--- src/rtl/switch_port_arbiter.sv ---
// switch_port_arbiter
//
// Control block for the 4-port switch datapath. Each input port presents a
// valid bit and an 8-bit destination address. The address is decoded to an
// output port, and each output is granted to one input at a time. Arbitration
// is round robin per output. A grant is held for the whole packet (while the
// owner keeps valid high). After each packet, the output spends one turnaround
// cycle before it can grant again.
//
// Optional feature (macro ARB_TIMEOUT_EN):
//   - Each output counts its BUSY cycles.
//   - After MAX_PKT_LEN cycles the grant is force-released and timeout[o]
//     pulses.
//   - Without the macro, grants are unbounded and timeout is tied low.
//
// Ports:
//   clk       system clock, all logic on posedge
//   reset     synchronous, active-high reset
//   valid_in  [3:0]  input i presents a packet word
//   addr_in   [31:0] addr_in[8*i+:8] is the destination address of input i
//   data_rd   [3:0]  receiver on output o can accept a word
//   rcv_rdy   [3:0]  input i owns an output whose receiver is ready
//   grant     [15:0] grant[4*o+i]: input i owns output o (one-hot or zero per o)
//   out_busy  [3:0]  output o currently granted
//   err_addr  [3:0]  one-cycle pulse: packet start with undecodable address
//   timeout   [3:0]  one-cycle pulse: output o grant force-released
module switch_port_arbiter #(
  parameter logic [7:0] PORT0_ADDR  = 8'h00,
  parameter logic [7:0] PORT1_ADDR  = 8'h01,
  parameter logic [7:0] PORT2_ADDR  = 8'h02,
  parameter logic [7:0] PORT3_ADDR  = 8'h03,
  parameter int         MAX_PKT_LEN = 64
) (
  input  logic        clk,
  input  logic        reset,
  input  logic [3:0]  valid_in,
  input  logic [31:0] addr_in,
  input  logic [3:0]  data_rd,
  output logic [3:0]  rcv_rdy,
  output logic [15:0] grant,
  output logic [3:0]  out_busy,
  output logic [3:0]  err_addr,
  output logic [3:0]  timeout
);

  typedef enum logic [1:0] {IDLE, BUSY, RELEASE} state_t;

  // A zero or negative grant length would make the timeout counter meaningless.
  if (MAX_PKT_LEN < 1) begin : g_bad_max_pkt_len
    $error("MAX_PKT_LEN must be at least 1");
  end

  state_t     state [4];
  logic [1:0] owner [4];
  logic [1:0] ptr   [4];
  logic [1:0] win   [4];
  logic [1:0] target [4];
  logic [3:0] req   [4];

  logic [3:0] dec_ok;
  logic [3:0] in_granted;
  logic [3:0] any_req;
  logic [3:0] pkt_end;
  logic [3:0] free_o;
  logic [3:0] releasing;
  logic [3:0] lockout;
  logic [3:0] valid_q;

`ifdef ARB_TIMEOUT_EN
  localparam int CNT_W = $clog2(MAX_PKT_LEN + 1);
  localparam logic [CNT_W-1:0] CNT_LAST = CNT_W'(MAX_PKT_LEN - 1);
  logic [CNT_W-1:0] cnt [4];
  logic [3:0]       hit;
`endif

  function automatic logic [7:0] port_addr(input int o);
    case (o)
      0:       return PORT0_ADDR;
      1:       return PORT1_ADDR;
      2:       return PORT2_ADDR;
      default: return PORT3_ADDR;
    endcase
  endfunction

  // Address decode. The scan runs from high to low so that, when several
  // port addresses are equal, the lowest output index is the one kept.
  always_comb begin
    for (int i = 0; i < 4; i++) begin
      dec_ok[i] = 1'b0;
      target[i] = 2'd0;
      for (int o = 3; o >= 0; o--) begin
        if (addr_in[8*i +: 8] == port_addr(o)) begin
          dec_ok[i] = 1'b1;
          target[i] = 2'(o);
        end
      end
      in_granted[i] = grant[i] | grant[4+i] | grant[8+i] | grant[12+i];
    end
  end

  // Per-output request vectors and round-robin winner.
  // The search for output o starts at ptr[o] and wraps modulo 4.
  always_comb begin : rr_pick
    logic       found;
    logic [1:0] idx;
    for (int o = 0; o < 4; o++) begin
      req[o] = '0;
      for (int i = 0; i < 4; i++) begin
        req[o][i] = valid_in[i] & dec_ok[i] & (target[i] == 2'(o)) &
                    ~in_granted[i] & ~lockout[i];
      end
      any_req[o] = |req[o];
      win[o]     = ptr[o];
      found      = 1'b0;
      for (int k = 0; k < 4; k++) begin
        idx = ptr[o] + 2'(k);
        if (!found && req[o][idx]) begin
          win[o] = idx;
          found  = 1'b1;
        end
      end
    end
  end

  // Release detection.
  //   - A packet ends normally when the owner drops valid.
  //   - With the timeout feature, a grant is also freed when its BUSY count
  //     reaches its limit.
  //   - releasing[] marks inputs losing their grant this cycle. If such an
  //     input still holds valid, it has to go low before it may request again.
  always_comb begin
    releasing = '0;
    for (int o = 0; o < 4; o++) begin
      pkt_end[o] = (state[o] == BUSY) & ~valid_in[owner[o]];
`ifdef ARB_TIMEOUT_EN
      hit[o]     = (state[o] == BUSY) & valid_in[owner[o]] & (cnt[o] == CNT_LAST);
      free_o[o]  = pkt_end[o] | hit[o];
`else
      free_o[o]  = pkt_end[o];
`endif
      if (free_o[o]) begin
        releasing[owner[o]] = 1'b1;
      end
    end
  end

  // The source handshake follows the registered grant, gated by the
  // receiver readiness of whichever output the input owns.
  always_comb begin
    for (int i = 0; i < 4; i++) begin
      rcv_rdy[i] = 1'b0;
      for (int o = 0; o < 4; o++) begin
        rcv_rdy[i] = rcv_rdy[i] | (grant[4*o+i] & data_rd[o]);
      end
    end
  end

  // Per-output FSMs, plus the per-input error-pulse and lockout state.
  //   - err_addr fires only on the rising edge of valid, so a long bad
  //     packet reports once.
  //   - Lockout clears as soon as valid is observed low.
  always_ff @(posedge clk) begin
    if (reset) begin
      grant    <= '0;
      out_busy <= '0;
      err_addr <= '0;
      lockout  <= '0;
      valid_q  <= '0;
      for (int o = 0; o < 4; o++) begin
        state[o] <= IDLE;
        owner[o] <= 2'd0;
        ptr[o]   <= 2'd0;
`ifdef ARB_TIMEOUT_EN
        cnt[o]   <= '0;
`endif
      end
`ifdef ARB_TIMEOUT_EN
      timeout  <= '0;
`endif
    end else begin
      err_addr <= valid_in & ~valid_q & ~dec_ok;
      valid_q  <= valid_in;
      lockout  <= valid_in & (lockout | releasing);
`ifdef ARB_TIMEOUT_EN
      timeout  <= hit;
`endif
      for (int o = 0; o < 4; o++) begin
        case (state[o])
          IDLE: begin
            if (any_req[o]) begin
              grant[4*o + int'(win[o])] <= 1'b1;
              out_busy[o] <= 1'b1;
              owner[o]    <= win[o];
              ptr[o]      <= win[o] + 2'd1;
              state[o]    <= BUSY;
`ifdef ARB_TIMEOUT_EN
              cnt[o]      <= '0;
`endif
            end
          end
          BUSY: begin
            if (free_o[o]) begin
              grant[4*o +: 4] <= 4'b0000;
              out_busy[o]     <= 1'b0;
              state[o]        <= RELEASE;
            end
`ifdef ARB_TIMEOUT_EN
            else begin
              cnt[o] <= cnt[o] + 1'b1;
            end
`endif
          end
          RELEASE: begin
            state[o] <= IDLE;
          end
          default: begin
            state[o] <= IDLE;
          end
        endcase
      end
    end
  end

`ifndef ARB_TIMEOUT_EN
  assign timeout = 4'b0000;
`endif

endmodule

--- config.mk ---
export PLATFORM = sky130hd
export DESIGN_NAME = switch_port_arbiter
export DESIGN_NICKNAME = d
export VERILOG_FILES = /design/src/rtl/switch_port_arbiter.sv
export SDC_FILE = /design/constraint.sdc
export NUM_CORES = 1
export LEC_CHECK = 0
export ABC_AREA = 1
export BUFFER_PORTS_ARGS = -buffer_cell sky130_fd_sc_hd__clkbuf_2
export CAP_MARGIN = 20
export CORE_ASPECT_RATIO = 0.8
export CORE_UTILIZATION = 45
export CTS_CLUSTER_SIZE = 16
export DETAILED_ROUTE_END_ITERATION = 8
export PLACE_DENSITY = 0.76
export SETUP_SLACK_MARGIN = 0.1
export SLEW_MARGIN = 5
export SYNTH_ARGS = -nofsm -noshare
export SYNTH_HDL_FRONTEND = slang
export SYNTH_SLANG_ARGS = --single-unit
--- constraint.sdc ---
create_clock -name clk -period 3.12 [get_ports clk]
set_input_delay 0.936 -clock clk [delete_from_list [all_inputs] [get_ports clk]]
set_output_delay 0.936 -clock clk [all_outputs]
set_load 0.005 [all_outputs]
[Word-level counts from Yosys, hierarchy flattened]
Memory sizes are Yosys's and may differ from the RTL's.
Index checks and enable logic that the tools add are counted.
Storage, ports and cells
  word-level logic and storage cells: 543
  register bits: 32
  bits in read-only memories: 0
  memory bits (writable): 24
  latch bits: 0
  memories: 3
Operators by class
  shifts and indexed selects: 0
  divide/modulo/power cells: 0
  equal/unequal tests: 40
  reduce and logical (&&, ||, !) cells: 60
  bitwise gates (word level): 145
  muxes and demuxes: 236
  magnitude comparators: 32
  multipliers: 0
  $add $sub $neg: 19
Memory list
  owner: depth 4, bits a word 2, rd ports 4, clocked after memory_dff 0, wr ports 4, RTL line 54  | logic [1:0] owner [4];
  ptr: depth 4, bits a word 2, rd ports 4, clocked after memory_dff 0, wr ports 4, RTL line 55  | logic [1:0] ptr [4];
  state: depth 4, bits a word 2, rd ports 4, clocked after memory_dff 0, wr ports 4, RTL line 53  | state_t state [4];
Operators with widths (count)
  two-way mux 1 bit: 122
  two-way mux 2 bit: 52
  AND 1 bit: 72
  == test 8 x 2 -> 1 bit, second input constant: 8
  two-way mux 16 bit: 4
  less-than comparator 2 x 3 -> 1 bit, second input constant: 20
  two-way mux 4 bit: 15
  bitwise OR 1 bit: 48
  bitwise OR 16 bit: 3
  binary-select mux 1 bit (select 2 bit): 20
  two-way mux 12 bit: 3
  == test 8 x 1 -> 1 bit, second input constant: 4
  logical NOT 8 bit: 4
  two-way mux 8 bit: 4
  one-hot mux 4 bit (2 select lines): 4
  == test 2 bit, second input constant: 12
  logical AND 1 bit: 20
  adder 2 x 1 -> 2 bit, second input constant: 8
  adder 2 bit, second input constant: 8
  == test 2 x 1 -> 1 bit, second input constant: 8
  logical NOT 2 bit: 8
  != test 2 bit, second input constant: 8
  bitwise OR 16 x 4 -> 16 bit: 1
  bitwise OR 4 bit: 4
  19 further kinds: 72

[Longest topological paths before layout]
  depth after elaboration: 40
  mapped depth: 20
  depth with buffers taken out: 20

[Least setup slack after synthesis]
No wires, ideal clock.
  path type: input to register
  start: in addr_in[27]
  end: mem ptr[0][1], data pin
  data arrival time: 2533 ps
  stages: 19
  library setup time: 253 ps
  path slack: 334 ps
  cells stage by stage: nor2_1 nand3_1 nor2_4 nand2_1 nand2_1 nand2_1 nand2_1 nand2_1 clkinv_1 nand3_2 nand2_1 nand2_1 nand2_1 nand2_1 nand2_1 inv_1 ha_1 inv_1 nor2_1
RTL lines
  start: declaration: RTL line 37  | input logic [31:0] addr_in,
  end: declaration: RTL line 55

==> results.md <==
- Number of buffers created by CTS: 5
- EDFF count, synth: 24
- Root buf cell: clkbuf_8
- Post-synth cell types: 41
- Syn avg cell area: 6.82 um^2
- Maximum fanout along the worst path: 5
- RSZ-0062 raised after global routing: false
- First drt pass iteration count: 5
- First-pass GRT wire length: 17.2 mm
- Skew-Pair Late Insertion Delay: 0.32 ns
- Drt wl/cell: 13.8 um
- Clk sinks: 56
- Synth warn: 0
- Fin util: 53.8%
- Std cell rows: 30
- Hpwl dp: 8.55 mm
- CTS tree: built
- CP Class: input pin to flop
- Largest cells by area after synthesis: edfxtp_1 (18%), dfxtp_1 (16%), nand2_1 (14%)
- Largest stage delay, worst path: 0.28 ns
- Worst path cell trace: clkbuf_2, inv_2, nor2_2, nand3_2, nor2_4, buf_4, nand2_1, nand2_1, nand3_1, o21ai_2, inv_2, nor2_2, nand3_2, nand2_1, nand2_1, nand2_2, inv_2, ha_1, inv_1, nor2_1
- NetSw: 0.481 mW
- Delay-heaviest family, CP: simple AND/OR/NAND/NOR gates
- Overall Global Routing Usage: 23.9%
- Pin count of the biggest net entering global routing: 25
- Clock power frac: 27.6%
- Cells after DPL: 759
- Initial antenna violation count: 0
- Worst-path clk slew: 0.11 ns
- Post-DRT Antenna Nets: 0
- WL final: 10.6 mm
- CP dominant cell by count: nand2_1
- Largest area contributor in the netlist: edfxtp_1
- Slowest stage cell, crit path: ha_1
- Hold-fix buffers, CTS: 0
- Slew headroom: 57.2%
- Cell Area, Synth: 0.00393 mm^2
- Congestion Overflow GR: 0
- Slew Limit Fails: 0
- Share of cells above drive strength 1: 21.0%
- Final setup vio count: 0
- Share of the synthesized area in the top cell type: 18.4%
- Initial DRC count: 270
- Critical Path Sink Type: flop
- Number of port buffers: 69
- Vias: 4,023
- Clock Skew: 0.00865 ns
- FMAX: 0.353 GHz
- Seq cells post-synth: 56
- Worst min-delay path category: flop to flop
- Launching element type of the critical path: input pin
- DRC: 0
- Synth-to-layout area growth: 16.3%
- Switching part of the total power: 31.2%
- Die area: 0.00910 mm^2
- Worst Tran Pin Value: 0.638 ns
- Arrival time of the worst setup path: 2.92 ns
- Max cap viols: 0
- Clock Tree Buf Depth: 2
- Vias in the first global route: 3,692
- Ports: 74
- Outcome: complete, no violations
- Cell count after synthesis: 576
- VDD IR-drop max: 0.198 mV
- Main synth FF type: dfxtp_1
- Initial Util: 46.3%
- Required @ worst endpoint: 3.21 ns
- Core area: 0.00848 mm^2
- Top-count cell post-synth: nand2_1
- Die height: 85.5 um
- Vias per inst: 5.22
- Antenna Cells: 0
- Leak: 2.29 nW
- Placer Congestion: 1.02
- Min cycle time layout: 2.83 ns
- Top cells by count, synth: nand2_1 (144), inv_1 (78), nor2_1 (72)
- NumNets Final: 715
- P_int: 1.06 mW
- H-Tree Depth: 2
- Register area share after synthesis: 34.7%
- Sequential power share: 52.8%
- Final Cycle Share: 90.7%
- Setup TNS: 0 ns
- Asr flop ratio synth: 0%
- Comb power frac: 19.6%
- Final hold violation count: 0
- Die Span X: 106 um
- Buffers & Inverters on Critical Path: 6
- Pwr/cell area: 338 mW/mm^2
- Fin cells: 770
[worst paths after layout]
kind                     from     endpoint  slack (ns)  depth (start not counted)
setup / recovery  valid_in[3]    ptr[3][1]        0.29                         20
hold / removal     valid_q[2]  err_addr[2]        0.48                          2
setup reg to reg    grant[10]    ptr[3][1]        0.46                         17
hold reg to reg    valid_q[2]  err_addr[2]        0.48                          2
[power by group through the flow]
stage,Clock [mW],Sequential (mW),Combinational [mW]
3_5_place_dp,0,0.830,0.295
4_1_cts,0.427,0.814,0.297
3_3_place_gp,0,0.829,0.282
5_1_grt,0.462,0.819,0.342
2_1_floorplan,0,0.820,0.203
6_report,0.426,0.814,0.302
[placed cells by master (no fill, tap or decap), drive strengths merged]
cell type / n
a2111oi: 1
o221ai: 1
inv: 90
a311oi: 1
xor2: 4
o31ai: 4
dfxtp: 32
nor2b: 1
clkinv: 4
nand2: 152
o2111ai: 1
o22ai: 6
or2: 1
nor2: 84
o21ai: 31
a211oi: 2
nor3: 6
nand4: 13
buf: 14
nand3: 68
ha: 16
clkbuf: 74
nand3b: 5
conb: 4
mux2i: 1
xnor2: 2
nor4: 2
a21oi: 14
edfxtp: 24
[routing by layer]
layer | vias up | wire [um] | GRT usage, %
met3 | 19 | 682 | 3.50
met5 | - | 0 | 0
met1 | 1818 | 4790 | 32.3
li1 | 2023 | - | -
met4 | 0 | 211 | 7.85
met2 | 163 | 4940 | 39.4
[sequential cells by signal, indices dropped and copies added (netlist names)]
name	count
owner	8
lockout	4
out_busy	4
state	8
grant	16
ptr	8
err_addr	4
valid_q	4
[worst min-delay path, cell delays in order, from the launching register on]
cell,delay [ns]
dfxtp_1,0.32
nand3b_1,0.09
inv_1,0.03
[what timing repair did]
item,in CTS,in global routing
gates resized for setup,0,5
setup endpoints to repair,0,4
buffers inserted,0,3
[area by class of cell]
type	instances	area [um^2]
Tap cell	112	140
Clock buffer	5	68.8
Inverter	91	342
Sequential cell	56	1360
Fill cell	825	3920
Multi-Input combinational cell	420	2180
Clock inverter	3	22.5
Timing Repair Buffer	83	450
[stage by stage]
step	cell area (um^2)	hold slack, ns	total power [mW]	worst slack, ns
after floorplan	3940	0.436	1.02	0.334
after global placement	4440	0.450	1.11	0.0576
after detailed placement	4440	0.458	1.13	-0.0426
after CTS	4530	0.478	1.54	0.303
after global routing	4570	0.494	1.62	0.0550
final	4570	0.476	1.54	0.289
[cells by family after synthesis]
logic type / count (synthesis) / share of synthesized area, %
simple gates: 332 / 38.5
buf+inv: 103 / 10.4
compound gates: 61 / 8.83
mux: 1 / 0.574
fa+ha+maj: 16 / 5.10
other cells: 1 / 0.0955
xor+xnor: 6 / 1.91
flops: 56 / 34.7
Note: power is estimated with default switching activity, not from simulation.
